File: config.mk
export PLATFORM = sky130hd
export DESIGN_NAME = aurora_tx_arb
export DESIGN_NICKNAME = d
export VERILOG_FILES = /design/src/rtl/aurora_tx_arb.sv
export SDC_FILE = /design/constraint.sdc
export NUM_CORES = 1
export LEC_CHECK = 0
export ABC_AREA = 1
export BUFFER_PORTS_ARGS = -buffer_cell sky130_fd_sc_hd__buf_2
export CAP_MARGIN = 15
export CORE_AREA = 2 2 269 271
export DETAILED_ROUTE_END_ITERATION = 7
export DIE_AREA = 0 0 271 273
export GPL_TIMING_DRIVEN = 0
export MAX_ROUTING_LAYER = met4
export PLACE_DENSITY = 0.39
export RECOVER_POWER = 25
export SLEW_MARGIN = 20
export SYNTH_ARGS = -nofsm -noshare
export SYNTH_HDL_FRONTEND = slang
export SYNTH_SLANG_ARGS = --single-unit
File: constraint.sdc
create_clock -name clk -period 4.4 [get_ports clk]
set_clock_uncertainty 0.2 [all_clocks]
set_input_delay 0.44 -clock clk [delete_from_list [all_inputs] [get_ports clk]]
set_output_delay 0.44 -clock clk [all_outputs]
set_load 0.02 [all_outputs]
File: src/rtl/aurora_tx_arb.sv
// ----------------------------------------------------------------------------
// aurora_tx_arb
//
// Packet-granular arbiter sharing the single Aurora TX AXI-stream among three
// sources: ch0 (buffer-clear / end-packet pops), ch1 (ADC data) and ch2
// (config/status responses). A grant is held from the first beat to tlast, so
// packets never interleave. Arbitration is round-robin, except that while
// pri_lock is high only ch0 may win, which lets clear/end packets preempt data
// at packet boundaries. GAP_CYC idle cycles follow every packet.
//
// Ports:
//   clk, rst     system clock, asynchronous active-high reset
//   pri_lock     restrict arbitration to ch0 (driven by the pop generator)
//   s_tdata      packed slave data, ch0 at LSBs (3*DATA_WD)
//   s_tkeep      packed slave keep, ch0 at LSBs (3*DATA_WD/8)
//   s_tvalid     per-channel valid
//   s_tlast      per-channel last
//   s_tready     per-channel ready (only the owner sees m_tready)
//   m_tdata      master data
//   m_tkeep      master keep
//   m_tvalid     master valid
//   m_tlast      master last
//   m_tready     master ready
//   grant        one-hot current owner, 0 when nobody owns the bus
//   busy         high while transferring or in the post-packet gap
//   pkt_cnt      packed 32-bit completed-packet counters, ch0 at LSBs
// ----------------------------------------------------------------------------
module aurora_tx_arb #(
    parameter int DATA_WD = 128,
    parameter int GAP_CYC = 2
) (
    input  logic                     clk,
    input  logic                     rst,
    input  logic                     pri_lock,
    input  logic [3*DATA_WD-1:0]     s_tdata,
    input  logic [3*DATA_WD/8-1:0]   s_tkeep,
    input  logic [2:0]               s_tvalid,
    input  logic [2:0]               s_tlast,
    output logic [2:0]               s_tready,
    output logic [DATA_WD-1:0]       m_tdata,
    output logic [DATA_WD/8-1:0]     m_tkeep,
    output logic                     m_tvalid,
    output logic                     m_tlast,
    input  logic                     m_tready,
    output logic [2:0]               grant,
    output logic                     busy,
    output logic [95:0]              pkt_cnt
);

    localparam int KEEP_WD = DATA_WD / 8;
    localparam logic [3:0] GAP_LAST = (GAP_CYC > 0) ? 4'(GAP_CYC - 1) : 4'd0;

    typedef enum logic [1:0] {
        IDLE,
        XFER,
        GAP
    } state_t;

    state_t      state_q, state_d;
    logic [2:0]  grant_q, grant_d;
    logic [1:0]  last_q,  last_d;     // channel index of the most recent grant
    logic [3:0]  gap_q,   gap_d;
    logic [31:0] cnt0_q, cnt1_q, cnt2_q;

    logic        pick_ok;
    logic [1:0]  pick_ch;
    logic        beat_end;

    function automatic logic [1:0] next_ch(input logic [1:0] c);
        return (c == 2'd2) ? 2'd0 : c + 2'd1;
    endfunction

    // Arbitration: ch0 only under lock, otherwise scan last+1, last+2, last+3.
    always_comb begin
        logic [1:0] c1, c2, c3;
        c1      = next_ch(last_q);
        c2      = next_ch(c1);
        c3      = next_ch(c2);
        pick_ok = 1'b0;
        pick_ch = 2'd0;
        if (pri_lock) begin
            pick_ok = s_tvalid[0];
            pick_ch = 2'd0;
        end else if (s_tvalid[c1]) begin
            pick_ok = 1'b1;
            pick_ch = c1;
        end else if (s_tvalid[c2]) begin
            pick_ok = 1'b1;
            pick_ch = c2;
        end else if (s_tvalid[c3]) begin
            pick_ok = 1'b1;
            pick_ch = c3;
        end
    end

    assign beat_end = (state_q == XFER) && m_tvalid && m_tready && m_tlast;

    // State register
    always_ff @(posedge clk or posedge rst) begin
        if (rst) begin
            state_q <= IDLE;
            grant_q <= '0;
            last_q  <= 2'd2;
            gap_q   <= '0;
        end else begin
            state_q <= state_d;
            grant_q <= grant_d;
            last_q  <= last_d;
            gap_q   <= gap_d;
        end
    end

    // Next-state logic
    always_comb begin
        state_d = state_q;
        grant_d = grant_q;
        last_d  = last_q;
        gap_d   = gap_q;
        case (state_q)
            IDLE: begin
                if (pick_ok) begin
                    state_d = XFER;
                    grant_d = 3'b001 << pick_ch;
                    last_d  = pick_ch;
                end
            end
            XFER: begin
                if (beat_end) begin
                    grant_d = '0;
                    gap_d   = '0;
                    state_d = (GAP_CYC == 0) ? IDLE : GAP;
                end
            end
            GAP: begin
                if (gap_q == GAP_LAST) begin
                    state_d = IDLE;
                end else begin
                    gap_d = gap_q + 4'd1;
                end
            end
            default: begin
                state_d = IDLE;
                grant_d = '0;
            end
        endcase
    end

    // Output logic: the owner is routed straight through while in XFER.
    always_comb begin
        m_tdata  = '0;
        m_tkeep  = '0;
        m_tvalid = 1'b0;
        m_tlast  = 1'b0;
        s_tready = '0;
        if (state_q == XFER) begin
            for (int unsigned i = 0; i < 3; i++) begin
                if (grant_q[i]) begin
                    m_tdata     = s_tdata[i*DATA_WD +: DATA_WD];
                    m_tkeep     = s_tkeep[i*KEEP_WD +: KEEP_WD];
                    m_tvalid    = s_tvalid[i];
                    m_tlast     = s_tlast[i];
                    s_tready[i] = m_tready;
                end
            end
        end
    end

    // Completed-packet counters, free-running with natural wrap.
    always_ff @(posedge clk or posedge rst) begin
        if (rst) begin
            cnt0_q <= '0;
            cnt1_q <= '0;
            cnt2_q <= '0;
        end else if (beat_end) begin
            case (last_q)
                2'd0:    cnt0_q <= cnt0_q + 32'd1;
                2'd1:    cnt1_q <= cnt1_q + 32'd1;
                2'd2:    cnt2_q <= cnt2_q + 32'd1;
                default: ;
            endcase
        end
    end

    assign grant   = grant_q;
    assign busy    = (state_q != IDLE);
    assign pkt_cnt = {cnt2_q, cnt1_q, cnt0_q};

endmodule

**Word-level counts from Yosys, hierarchy flattened**

Index checks and enable logic that the tools add are counted.

- Register bits: 107
- Output and inout port bits: 249

- $add $sub $neg: 7
- Order comparisons: 3
- Eq/ne operators: 11
- Shifts and indexed selects: 1
- Muxes and demuxes: 47
- Bitwise operators: 1
- Reduce and logical (&&, ||, !) cells: 14

Operators with widths:

| cell | count |
|---|---|
| $mux W128 | 4 |
| $add A32 B1 Y32 const B | 3 |
| $mux W16 | 4 |
| $mux W2 | 10 |
| $mux W1 | 18 |
| $lt A2 B3 Y1 const B | 3 |
| $mux W3 | 3 |
| $pmux W3 S3 | 1 |
| $reduce_and A3 Y1 | 3 |
| $eq A2 B2 Y1 const B | 4 |
| $mux W4 | 2 |
| $ne A2 B2 Y1 const B | 4 |
| $pmux W4 S2 | 1 |
| $reduce_and A2 Y1 | 4 |
| $add A2 B1 Y2 const B | 3 |
| $bmux W1 S2 | 3 |
| $pmux W2 S3 | 1 |
| $add A4 B1 Y4 const B | 1 |
| $eq A2 B1 Y1 const B | 2 |
| $eq A4 B1 Y1 const B | 1 |
| $logic_not A2 Y1 | 2 |
| $reduce_bool A2 Y1 | 2 |
| $logic_and A1 B1 Y1 | 3 |
| $shl A1 B2 Y3 const A | 1 |
| $not A1 Y1 | 1 |

**Longest topological paths before layout**

- Depth in word-level cells: 15
- Gate-level depth with buffers: 11
- Gate-level depth less buffers: 11

**Worst setup path before layout**

Ideal clock, no wire load.

- Path type: register to output
- Start: register grant_q[0] (netlist: grant[0])
- End: output port m_tdata[117]
- Data arrival time: 1.737 ns
- Setup slack: 2.023 ns
- Cell stages (with the launch flop): 7
- Path buffers: 2
- Path through: dfrtp_1 -> inv_1 -> nor2_4 -> clkbuf_1 -> buf_1 -> nand2_1 -> a21oi_1

- Longest elaborated chain between the ends: 4

RTL lines:

| element | line | RTL |
|---|---|---|
| start: declaration | 60 | `logic [2:0] grant_q, grant_d;` |
| start signal: assignment | 107 | `grant_q <= grant_d;` |
| $mux W128 (3 in series) | 157 | `if (grant_q[i]) begin` |
| $mux W128 | 155 | `if (state_q == XFER) begin` |
| end: declaration | 40 | `output logic [DATA_WD-1:0] m_tdata,` |

No other way between the ends.

**Final worst setup path**

- Start: register grant_q[2] (netlist: grant[2])
- End: output port m_tdata[96]

- Longest elaborated chain between the ends: 2

RTL lines:

| element | line |
|---|---|
| $mux W128 | 157 |
| $mux W128 | 155 |

No other way between the ends.

==> metrics <==
top post-synthesis cells by count 647 x nand2_1, 295 x a21oi_1, 151 x o21ai_0, 122 x nor2_1, 106 x dfrtp_1; gr usage total 21.84%; root buffer cell clkbuf_16; # DRC 0; # setup viols final 0; Worst Setup Start Kind flop; distinct cell type count after synthesis 26; synthesized area 9874 um^2; IO buf count 690; # clock sinks 107; Synth area leaders dfrtp_1 27%, nand2_1 25%, a21oi_1 15%, o21ai_0 7.7%, nor2_1 4.6%; f_max 239.9 MHz; Post-CTS Resized 0; Die X-Extent 271 um; post-synthesis async set-or-reset flop share 100.0%; Post-Syn Nets 2184; placed cell areas 14550 um^2; Synth Instances 1737; Tightest Pin Transition 2.151 ns; internal power 3494 uW; Final Hold Viols 0; Yosys top cell by area dfrtp_1; P&R area growth vs syn 51.18%; Vias/cell 4.322; sw frac 64.04%; max-slew violations 45; TritonCTS Buffers 9; Comb power frac 78.1%; critical path data arrival time 3.53 ns; placed instance count 3378; CTS tree built; failing checks capacitance limit, slew limit; DR WL/cell 23.98 um; VDD IR max 350.8 uV; leak pwr 0.007311 uW; DR pass1 iterations 5; final non-filler cell total 3428; final period utilization 94.73%; Post-Synthesis Mean Instance Area 5.685 um^2; remaining global-route overflow 0; status finished, violations left; clk_lat worst skew 0.38 ns; total I/O pin count 691; vias in the first global route 14260; top-area cell type share of the netlist area 26.86%; design area 14930 um^2; ANT nets after route 0; CTS H-Tree Depth 3; WS Path Type reg2out; antenna violations before repair 51; sequential power share 12.6%; routed via count 14820; crit-path max FO 10; die height 273 um; Rows 98; max_cap viols 1; layout cells sized above 1 29.57%; largest net degree at the start of global routing 64; Initial Util 13.91%; DP HPWL 72120 um; Final #Nets 2887; GP Congestion 0.9768; core region area 71000 um^2; first-pass GRT wire length 110300 um; Total Power 9717 uW; NetSw 6223 uW; Clock Path Buffers 2; final wirelength 82210 um; Crit. End Element primary output; Pwr Density 650.9 nW/um^2; minimum clock period 4.168 ns; Worst-path clk slew 0.08 ns; Die ar. 73980 um^2; RSZ-0062 raised after global routing no; clock power share 9.3%; ys flop type dfrtp_1; Synth Register Bits 107; most common cell in the netlist nand2_1; sequential cell area fraction in the yosys report 27.13%; Post-synth EDFFs 0; Worst Path Required 3.76 ns; total number of yosys warnings 0; Slew headroom -44.22%; worst min path class in2reg; iteration-0 DRC count of the detailed router 1027
==> layer usage <==
| metal | routed length [um] | track usage, % |
|---|---|---|
| met3 | 6768 | 6.300 |
| met4 | 2839 | 6.572 |
| met5 | 0 | - |
| met2 | 38600 | 35.74 |
| met1 | 34000 | 25.87 |
==> area by class of cell <==
cell class / instances / area [um^2]
Buffer: 97 / 397.9
Sequential cell: 107 / 2679
Fill cell: 8432 / 56070
Multi-Input combinational cell: 1426 / 6396
Tap cell: 950 / 1189
Clock inverter: 7 / 81.33
Clock buffer: 9 / 225.2
Inverter: 107 / 402.9
Timing Repair Buffer: 692 / 3475
Antenna cell: 33 / 82.58
==> flip-flops by register name, indices dropped and copies added, names as in the netlist <==
register  count
gap_q         4
last_q        2
cnt1_q       32
cnt2_q       32
state_q       2
grant         3
cnt0_q       32
==> cell usage in the layout (no fill, tap or decap), types with 2 or more instances in the layout <==
cell       count
nand3_1       67
o22ai_1        2
inv_1        101
a21oi_1      295
nor3_1        46
o21ai_1       32
buf_4          4
buf_2        692
ha_1           5
dfrtp_1      106
nand3b_1      24
nor2_1       122
buf_1          7
o21ai_0      151
clkbuf_16      9
nor2_4         2
inv_2          4
inv_6          3
nand2_1      647
diode_2       33
xnor2_1        9
xor2_1        18
clkbuf_1      84
nand4_1        3
==> cell families (layout without fill, tap and decap cells) <==
logic type	Yosys count	after routing	share of synthesized area [%]
AND/OR/NAND/NOR	913	913	37.33
AO/OA/AOI/OAI	481	481	24.42
buffers and inverters	204	912	8.097
flip-flops	107	107	27.13
XOR/XNOR	27	27	2.395
adder cells (fa/ha/maj)	5	5	0.6336
other	0	33	0
==> repair_timing <==
action                     CTS  global route
setup endpoints to repair    0             0
hold endpoints to repair    44             0
buffers inserted             0             0
hold buffers                 1             0
==> metrics by stage <==
| stage | setup slack [ns] | hold slack (ns) | util (%) | TNS [ns] |
|---|---|---|---|---|
| global placement | -0.8457 | 0.3022 | 20.45 | -88.18 |
| global route | 0.07436 | 0.2157 | 21.00 | 0 |
| detailed placement | 0.7462 | 0.2951 | 20.49 | 0 |
| floorplan | 0.9444 | 0.2959 | - | 0 |
| finish | 0.2317 | 0.1923 | 21.03 | 0 |
| CTS | 0.2989 | 0.1731 | 20.94 | 0 |
==> worst paths after layout <==
check,startpoint,to,slack (ns),depth (start not counted)
worst max-delay path,grant[2],m_tdata[96],0.23,6
worst min-delay path,pri_lock,last_q[1],0.19,4
worst max register to register,grant[1],cnt2_q[14],1.66,10
worst min register to register,cnt0_q[13],cnt0_q[13],0.32,2
max in group asynchronous,rst,last_q[1],1.97,4
min in group asynchronous,rst,cnt2_q[30],0.95,3
==> power by group through the flow <==
stage                     logic [uW]  registers, uW  clock network, uW
after global routing            8110           1250                966
after CTS                       7560           1230                941
after global placement          7590           1250                  0
after detailed placement        7510           1250                  0
final                           7590           1230                899
after floorplan                 3990           1290                  0
==> worst max-delay path, stage by stage (launching register included) <==
cell	delay, ns
dfrtp_1	0.54
clkbuf_1	0.78
buf_2	0.48
clkbuf_1	0.36
a21oi_1	0.11
a21oi_1	0.58
buf_2	0.29
(Power assumes the default switching activity.)
